File: config.mk
export PLATFORM = sky130hd
export DESIGN_NAME = mini_stream_rx
export DESIGN_NICKNAME = d
export VERILOG_FILES = /design/src/rtl/mini_pkg.sv /design/src/rtl/mini_rx_fifo.sv /design/src/rtl/mini_stream_rx.sv
export SDC_FILE = /design/constraint.sdc
export NUM_CORES = 1
export LEC_CHECK = 0
export ABC_AREA = 1
export BUFFER_PORTS_ARGS = -buffer_cell sky130_fd_sc_hd__buf_2
export CORE_ASPECT_RATIO = 1.75
export CORE_MARGIN = 2
export CORE_UTILIZATION = 40
export CTS_BUF_LIST = sky130_fd_sc_hd__clkbuf_4
export CTS_CLUSTER_DIAMETER = 50
export DETAILED_ROUTE_END_ITERATION = 10
export GPL_TIMING_DRIVEN = 0
export HOLD_SLACK_MARGIN = 0.12
export PLACE_DENSITY_LB_ADDON = 0.25
export SLEW_MARGIN = 20
export SYNTH_ARGS = -nofsm -noshare
export SYNTH_HDL_FRONTEND = slang
export SYNTH_HIERARCHICAL = 1
export SYNTH_SLANG_ARGS = --single-unit
File: constraint.sdc
create_clock -name clk -period 4.05 [get_ports clk]
set_clock_uncertainty 0.15 [all_clocks]
set_input_delay 0.405 -clock clk [delete_from_list [all_inputs] [get_ports clk]]
set_output_delay 0.405 -clock clk [all_outputs]
set_load 0.005 [all_outputs]
File: src/rtl/mini_pkg.sv
// mini_pkg: types and constants shared by mini_module, its credit sender and mini_stream_rx.
//   outer_stream_s : beat payload carried on the mini stream
//   MINI_RX_DEPTH  : receive buffer depth, and the credit pool the sender starts with
package mini_pkg;

  localparam int unsigned MINI_RX_DEPTH = 4;
  localparam int unsigned TAG_W         = 4;
  localparam int unsigned CRED_W        = 8;

  typedef struct packed {
    logic [TAG_W-1:0]  tag;
    logic [CRED_W-1:0] cred;
  } outer_stream_s;

endpackage

File: src/rtl/mini_rx_fifo.sv
// mini_rx_fifo: register-based circular FIFO with an occupancy counter.
//   clk, rst_n     : clock, asynchronous active-low reset
//   wr_en, wr_data : write one entry (caller guarantees not full, or a same-cycle read)
//   rd_en          : retire the head entry (caller guarantees not empty)
//   rd_data        : entry at the read pointer, read straight out of storage
//   count          : current occupancy
//   empty_c/full_c : decodes of count
module mini_rx_fifo #(
  parameter type         T     = logic [7:0],
  parameter int unsigned DEPTH = 4,
  parameter int unsigned LVL_W = $clog2(DEPTH + 1)
) (
  input  logic             clk,
  input  logic             rst_n,
  input  logic             wr_en,
  input  T                 wr_data,
  input  logic             rd_en,
  output T                 rd_data,
  output logic [LVL_W-1:0] count,
  output logic             empty_c,
  output logic             full_c
);

  localparam int unsigned PTR_W = $clog2(DEPTH);

  T                 mem [DEPTH];
  logic [PTR_W-1:0] wptr;
  logic [PTR_W-1:0] rptr;

  // Storage is cleared on reset so the head reads as zero while in reset.
  always_ff @(posedge clk or negedge rst_n) begin
    if (!rst_n) begin
      for (int unsigned i = 0; i < DEPTH; i++) begin
        mem[i] <= '0;
      end
    end else if (wr_en) begin
      mem[wptr] <= wr_data;
    end
  end

  // Pointers wrap naturally because DEPTH is a power of two.
  always_ff @(posedge clk or negedge rst_n) begin
    if (!rst_n) begin
      wptr <= '0;
      rptr <= '0;
    end else begin
      if (wr_en) wptr <= wptr + PTR_W'(1);
      if (rd_en) rptr <= rptr + PTR_W'(1);
    end
  end

  // Occupancy: simultaneous write and read leaves it unchanged.
  always_ff @(posedge clk or negedge rst_n) begin
    if (!rst_n) begin
      count <= '0;
    end else if (wr_en && !rd_en) begin
      count <= count + LVL_W'(1);
    end else if (rd_en && !wr_en) begin
      count <= count - LVL_W'(1);
    end
  end

  assign rd_data = mem[rptr];
  assign empty_c = (count == '0);
  assign full_c  = (count == LVL_W'(DEPTH));

endmodule

File: src/rtl/mini_stream_rx.sv
// mini_stream_rx: credit-based receive buffer for the backpressure-free mini stream.
//   clk, rst_n            : clock, asynchronous active-low reset
//   in_stream, in_valid   : upstream beats (no ready; sender is credit-limited)
//   out_stream, out_valid : FIFO head and non-empty flag
//   out_ready             : consumer accepts the head
//   cred_return           : one pulse per credit handed back (DEPTH after reset)
//   level                 : current occupancy
//   err_overflow          : sticky, a beat arrived with no space and was dropped
//   err_clr               : clears err_overflow (a same-cycle overflow wins)
module mini_stream_rx
  import mini_pkg::*;
#(
  parameter int unsigned DEPTH = MINI_RX_DEPTH,
  parameter int unsigned LVL_W = $clog2(DEPTH + 1)
) (
  input  logic             clk,
  input  logic             rst_n,
  input  outer_stream_s    in_stream,
  input  logic             in_valid,
  output outer_stream_s    out_stream,
  output logic             out_valid,
  input  logic             out_ready,
  output logic             cred_return,
  output logic [LVL_W-1:0] level,
  output logic             err_overflow,
  input  logic             err_clr
);

  logic             empty_c;
  logic             full_c;
  logic             push_c;
  logic             pop_c;
  logic             ovf_c;
  logic             pend_nz_c;
  logic [LVL_W-1:0] pend;

  // A full FIFO still accepts a beat when the head leaves on the same edge.
  assign pop_c     = out_valid && out_ready;
  assign push_c    = in_valid && (!full_c || pop_c);
  assign ovf_c     = in_valid && full_c && !pop_c;
  assign out_valid = !empty_c;
  assign pend_nz_c = (pend != '0);

  mini_rx_fifo #(
    .T     (outer_stream_s),
    .DEPTH (DEPTH),
    .LVL_W (LVL_W)
  ) u_fifo (
    .clk     (clk),
    .rst_n   (rst_n),
    .wr_en   (push_c),
    .wr_data (in_stream),
    .rd_en   (pop_c),
    .rd_data (out_stream),
    .count   (level),
    .empty_c (empty_c),
    .full_c  (full_c)
  );

  // Credits owed to the sender; starts at DEPTH so the full buffer is advertised.
  // One credit leaves per cycle, each pop adds one; the pool bounds pend to DEPTH.
  always_ff @(posedge clk or negedge rst_n) begin
    if (!rst_n) begin
      pend        <= LVL_W'(DEPTH);
      cred_return <= 1'b0;
    end else begin
      pend        <= pend - LVL_W'(pend_nz_c) + LVL_W'(pop_c);
      cred_return <= pend_nz_c;
    end
  end

  // Sticky overflow flag; setting has priority over clearing.
  always_ff @(posedge clk or negedge rst_n) begin
    if (!rst_n) begin
      err_overflow <= 1'b0;
    end else if (ovf_c) begin
      err_overflow <= 1'b1;
    end else if (err_clr) begin
      err_overflow <= 1'b0;
    end
  end

endmodule

==> metrics.log <==
[metrics] type of origin of the critical path: flip-flop
[metrics] final hold violation count: 0
[metrics] worst setup path class: flip-flop to flip-flop
[metrics] Tightest Pin Transition: 0.759 ns
[metrics] total of warnings raised by yosys: 6
[metrics] worst slew margin relative to its limit: 49.4%
[metrics] met3 wire len: 192 um
[metrics] via count of the first global-routing pass: around 2.4k
[metrics] post-route met1 wirelength: 2640 um
[metrics] sw frac: 41.5%
[metrics] power share of the sequential group: 37.8%
[metrics] worst reg2reg path endpoint: u_fifo/count[2]
[metrics] count of buffer and inverter cells on the critical path: 4
[metrics] clock latency reported for the late side of the worst-skew pair: 0.41 ns
[metrics] area of the core region: 7510 um2
[metrics] initial antenna violation count: 0
[metrics] number of enable flip-flop cells after synthesis: 0
[metrics] number of vias per cell after detailed routing: 4.90
[metrics] total global routing track utilization: 17.9%
[metrics] wire length on met2: 3750 um
[metrics] run status: complete, no violations
[metrics] count of input and output buffers: 34
[metrics] number of stages on the worst setup path: 12
[metrics] type of the most critical hold path: primary input to flip-flop
[metrics] worst-path cell with the longest stage delay: sky130_fd_sc_hd__dfrtp_1
[metrics] dominant synthesized flop cell: sky130_fd_sc_hd__dfrtp_1
[metrics] Psw: 1.15 mW
[metrics] Max Used Layer: met4
[metrics] Die H: about 120 um
[metrics] Worst Hold End: u_fifo/mem[10]
[metrics] power share of the clock group: 12.1%
[metrics] count of standard-cell rows: between 40 and 50
[metrics] critical path's largest stage delay: 0.45 ns
[metrics] Detailed Place HPWL: 4820 um
[metrics] RSZ-0062 raised after global routing: false
[metrics] Final Max Slew Viols: 0
[metrics] minimum clock period: roughly 2.2 ns
[metrics] # clock sinks: 60
[metrics] most common cell after layout, fill and taps aside: sky130_fd_sc_hd__nand2_1
[metrics] clock slew at the register clock pins of the worst setup and hold paths: 0.10 ns
[metrics] number of top-level pins: 35
[metrics] flop and latch count out of synthesis: 60
[metrics] largest net degree at the start of global routing: 61
[metrics] Bufs on Longest Clock Path: 2
[metrics] effective utilization at floorplan: between 40% and 50%
[metrics] unique cell type count in the Yosys netlist: 21
[metrics] Register-to-Register Path Depth: 12
[metrics] detailed-route DRC error count: 0
[metrics] TritonCTS clock tree: done
[metrics] layout overhead on the synthesized area: 13.4%
[metrics] area of the mapped netlist: approximately 3100 um2
[metrics] placer congestion estimate: 0.805
[metrics] cells along the critical path: nor3_1, inv_1, nand2_2, inv_1, inv_1, ha_1, inv_1, fa_1, nand2_1, nand3_1, nand2_1, nand2_1
[metrics] number of maximum-capacitance violations: 0
[metrics] Most common cell on crit path: sky130_fd_sc_hd__inv_1
[metrics] Leak Pwr: 1.86 nW
[metrics] hold path startpoint: in_stream[10]
[metrics] combinational power share: between 50% and 60%
[metrics] Synth async-reset ratio: 100%
[metrics] Die Width: 70.3 um
[metrics] number of stages on the worst hold path: 3
[metrics] number of vias after detailed routing: 2305
[metrics] crit-path leading delay family: simple AND/OR/NAND/NOR gates
[metrics] filler cell count in the final layout: about 760
[metrics] count of routing violations after the opening detailed-route iteration: roughly 130
[metrics] CTS root buf: sky130_fd_sc_hd__clkbuf_4
[metrics] top fanout value on the critical path: 5
[metrics] final worst-path cycle share: 53.2%
[metrics] total detailed-routing wirelength: 6790 um
[metrics] highest-count cells in the layout ignoring fill and taps: 100 x sky130_fd_sc_hd__nand2_1, 59 x sky130_fd_sc_hd__dfrtp_1, 54 x sky130_fd_sc_hd__inv_1, 35 x sky130_fd_sc_hd__o21ai_2, 34 x sky130_fd_sc_hd__buf_2
[metrics] antenna fix cells: 0
[metrics] worst path arrival time: around 2.3 ns
[metrics] per-cell routed wire length: 14.4 um
[metrics] Final setup violation count: 0
[metrics] sequential cell area fraction in the yosys report: 48.8%
[metrics] number of cells produced by synthesis: 330
[metrics] global-route wire length before repair: 11400 um
[metrics] synthesized area per cell: ~9.3 um2
[metrics] CTS H-tree depth: 3
[metrics] total gr overflow: 0
[metrics] area enclosed by the die boundary: around 8400 um2
[metrics] CTS buffer count: 9
[metrics] peak supply drop: between 300 and 400 uV
[metrics] First-pass DRT Iterations: 4
[metrics] ratio of cells with drive above 1 in the final layout: 27.7%
[metrics] net count after synthesis: between 300 and 400
[metrics] Post-CTS Setup Repair Bufs: 0
[metrics] FF-to-FF Start: u_fifo/count[0]
[metrics] Final ANT Viol Nets: 0
[metrics] setup slack of the worst register-to-register path: between 1.5 and 2 ns
[metrics] sum of negative setup slack: 0 ns
[metrics] nature of the critical path endpoint: flip-flop
[metrics] final net count: 404
[metrics] Core Util, Final: 46.5%
[metrics] ratio of total power to cell area: 792 nW/um2
[metrics] maximum clock rate: ~0.46 GHz
[metrics] Critical Path RT: 4.20 ns
[metrics] cell internal pwr: 1.62 mW
[registers in the layout, indices dropped and copies added, names as in the netlist]
name	count
err_overflow	1
pend	3
u_fifo/count	3
cred_return	1
u_fifo/rptr	2
u_fifo/mem	48
u_fifo/wptr	2
[metrics by stage]
step | hold WS (ns) | area (um2) | setup slack, ns | std cells | total power [mW]
after floorplan | -0.0406 | 3080 | 2.06 | 330 | 2.04
after global placement | 0.312 | 3360 | 1.95 | 452 | 2.42
after detailed placement | 0.318 | 3360 | 1.89 | 452 | 2.47
after CTS | 0.147 | 3490 | 1.86 | 470 | 2.81
after global routing | 0.169 | 3490 | 1.72 | 470 | 3.04
final | 0.166 | 3490 | 1.89 | 470 | 2.77
[layout make-up]
type                            count  area, um2  area share, %
Buffer                             17        181           5.19
Clock buffer                       11       82.6           2.36
Clock inverter                      4       17.5          0.501
Inverter                           54        203           5.80
Multi-Input combinational cell    199       1190           34.2
Sequential cell                    60       1500           43.0
Tap cell                           88        110           3.15
Timing Repair Buffer               37        203           5.80
[cell families after synthesis]
logic type,Yosys count,share of synthesized area [%]
simple gates,112,15.0
flops,60,48.8
xor+xnor,4,1.14
compound gates,74,18.4
fa+ha+maj,9,4.14
buf+inv,71,12.5
[synthesized netlist by cell type (all sizes together) (2+ instances only)]
cell / number / area [um2]
inv: 54 / 203
xor2: 3 / 26.3
buf: 17 / 181
nand2: 105 / 427
nand3: 4 / 20.0
o21ai: 49 / 377
nor3: 2 / 10.0
ha: 7 / 87.6
o211ai: 24 / 180
dfrtp: 59 / 1480
fa: 2 / 40.0
[how the worst max path moves through the flow]
stage | from | endpoint | slack [ns]
floorplan | u_fifo/count[0] | u_fifo/count[2] | 2.06
global placement | u_fifo/count[0] | u_fifo/count[2] | 1.95
detailed placement | u_fifo/count[0] | u_fifo/count[2] | 1.89
CTS | u_fifo/count[0] | u_fifo/count[2] | 1.86
global route | u_fifo/count[0] | u_fifo/count[2] | 1.72
finish | u_fifo/count[0] | u_fifo/count[2] | 1.89
[worst register-to-register path: stages (launching register included)]
cell,delay [ns]
sky130_fd_sc_hd__dfrtp_1,0.45
sky130_fd_sc_hd__nor3_1,0.20
sky130_fd_sc_hd__inv_1,0.08
sky130_fd_sc_hd__nand2_2,0.08
sky130_fd_sc_hd__inv_1,0.11
sky130_fd_sc_hd__inv_1,0.08
sky130_fd_sc_hd__ha_1,0.15
sky130_fd_sc_hd__inv_1,0.06
sky130_fd_sc_hd__fa_1,0.39
sky130_fd_sc_hd__nand2_1,0.11
sky130_fd_sc_hd__nand3_1,0.08
sky130_fd_sc_hd__nand2_1,0.06
sky130_fd_sc_hd__nand2_1,0.05
[power groups by stage]
stage	Sequential [mW]	Clock (mW)	Combinational, mW
after global routing	1.08	0.378	1.58
after floorplan	1.02	0	1.01
after CTS	1.04	0.349	1.42
after global placement	1.05	0	1.37
after detailed placement	1.06	0	1.41
final	1.05	0.336	1.38
[what timing repair did]
action	4_1_cts	5_1_grt
hold buffers	3	0
resized for setup	0	0
hold endpoints to repair	60	0
[routing by layer]
layer	vias up	GRT usage (%)
met3	14	3.61
met4	0	9.74
met5	-	0
met2	37	32.1
li1	1143	-
met1	1111	19.4
Power figures use the tool's default switching activity.
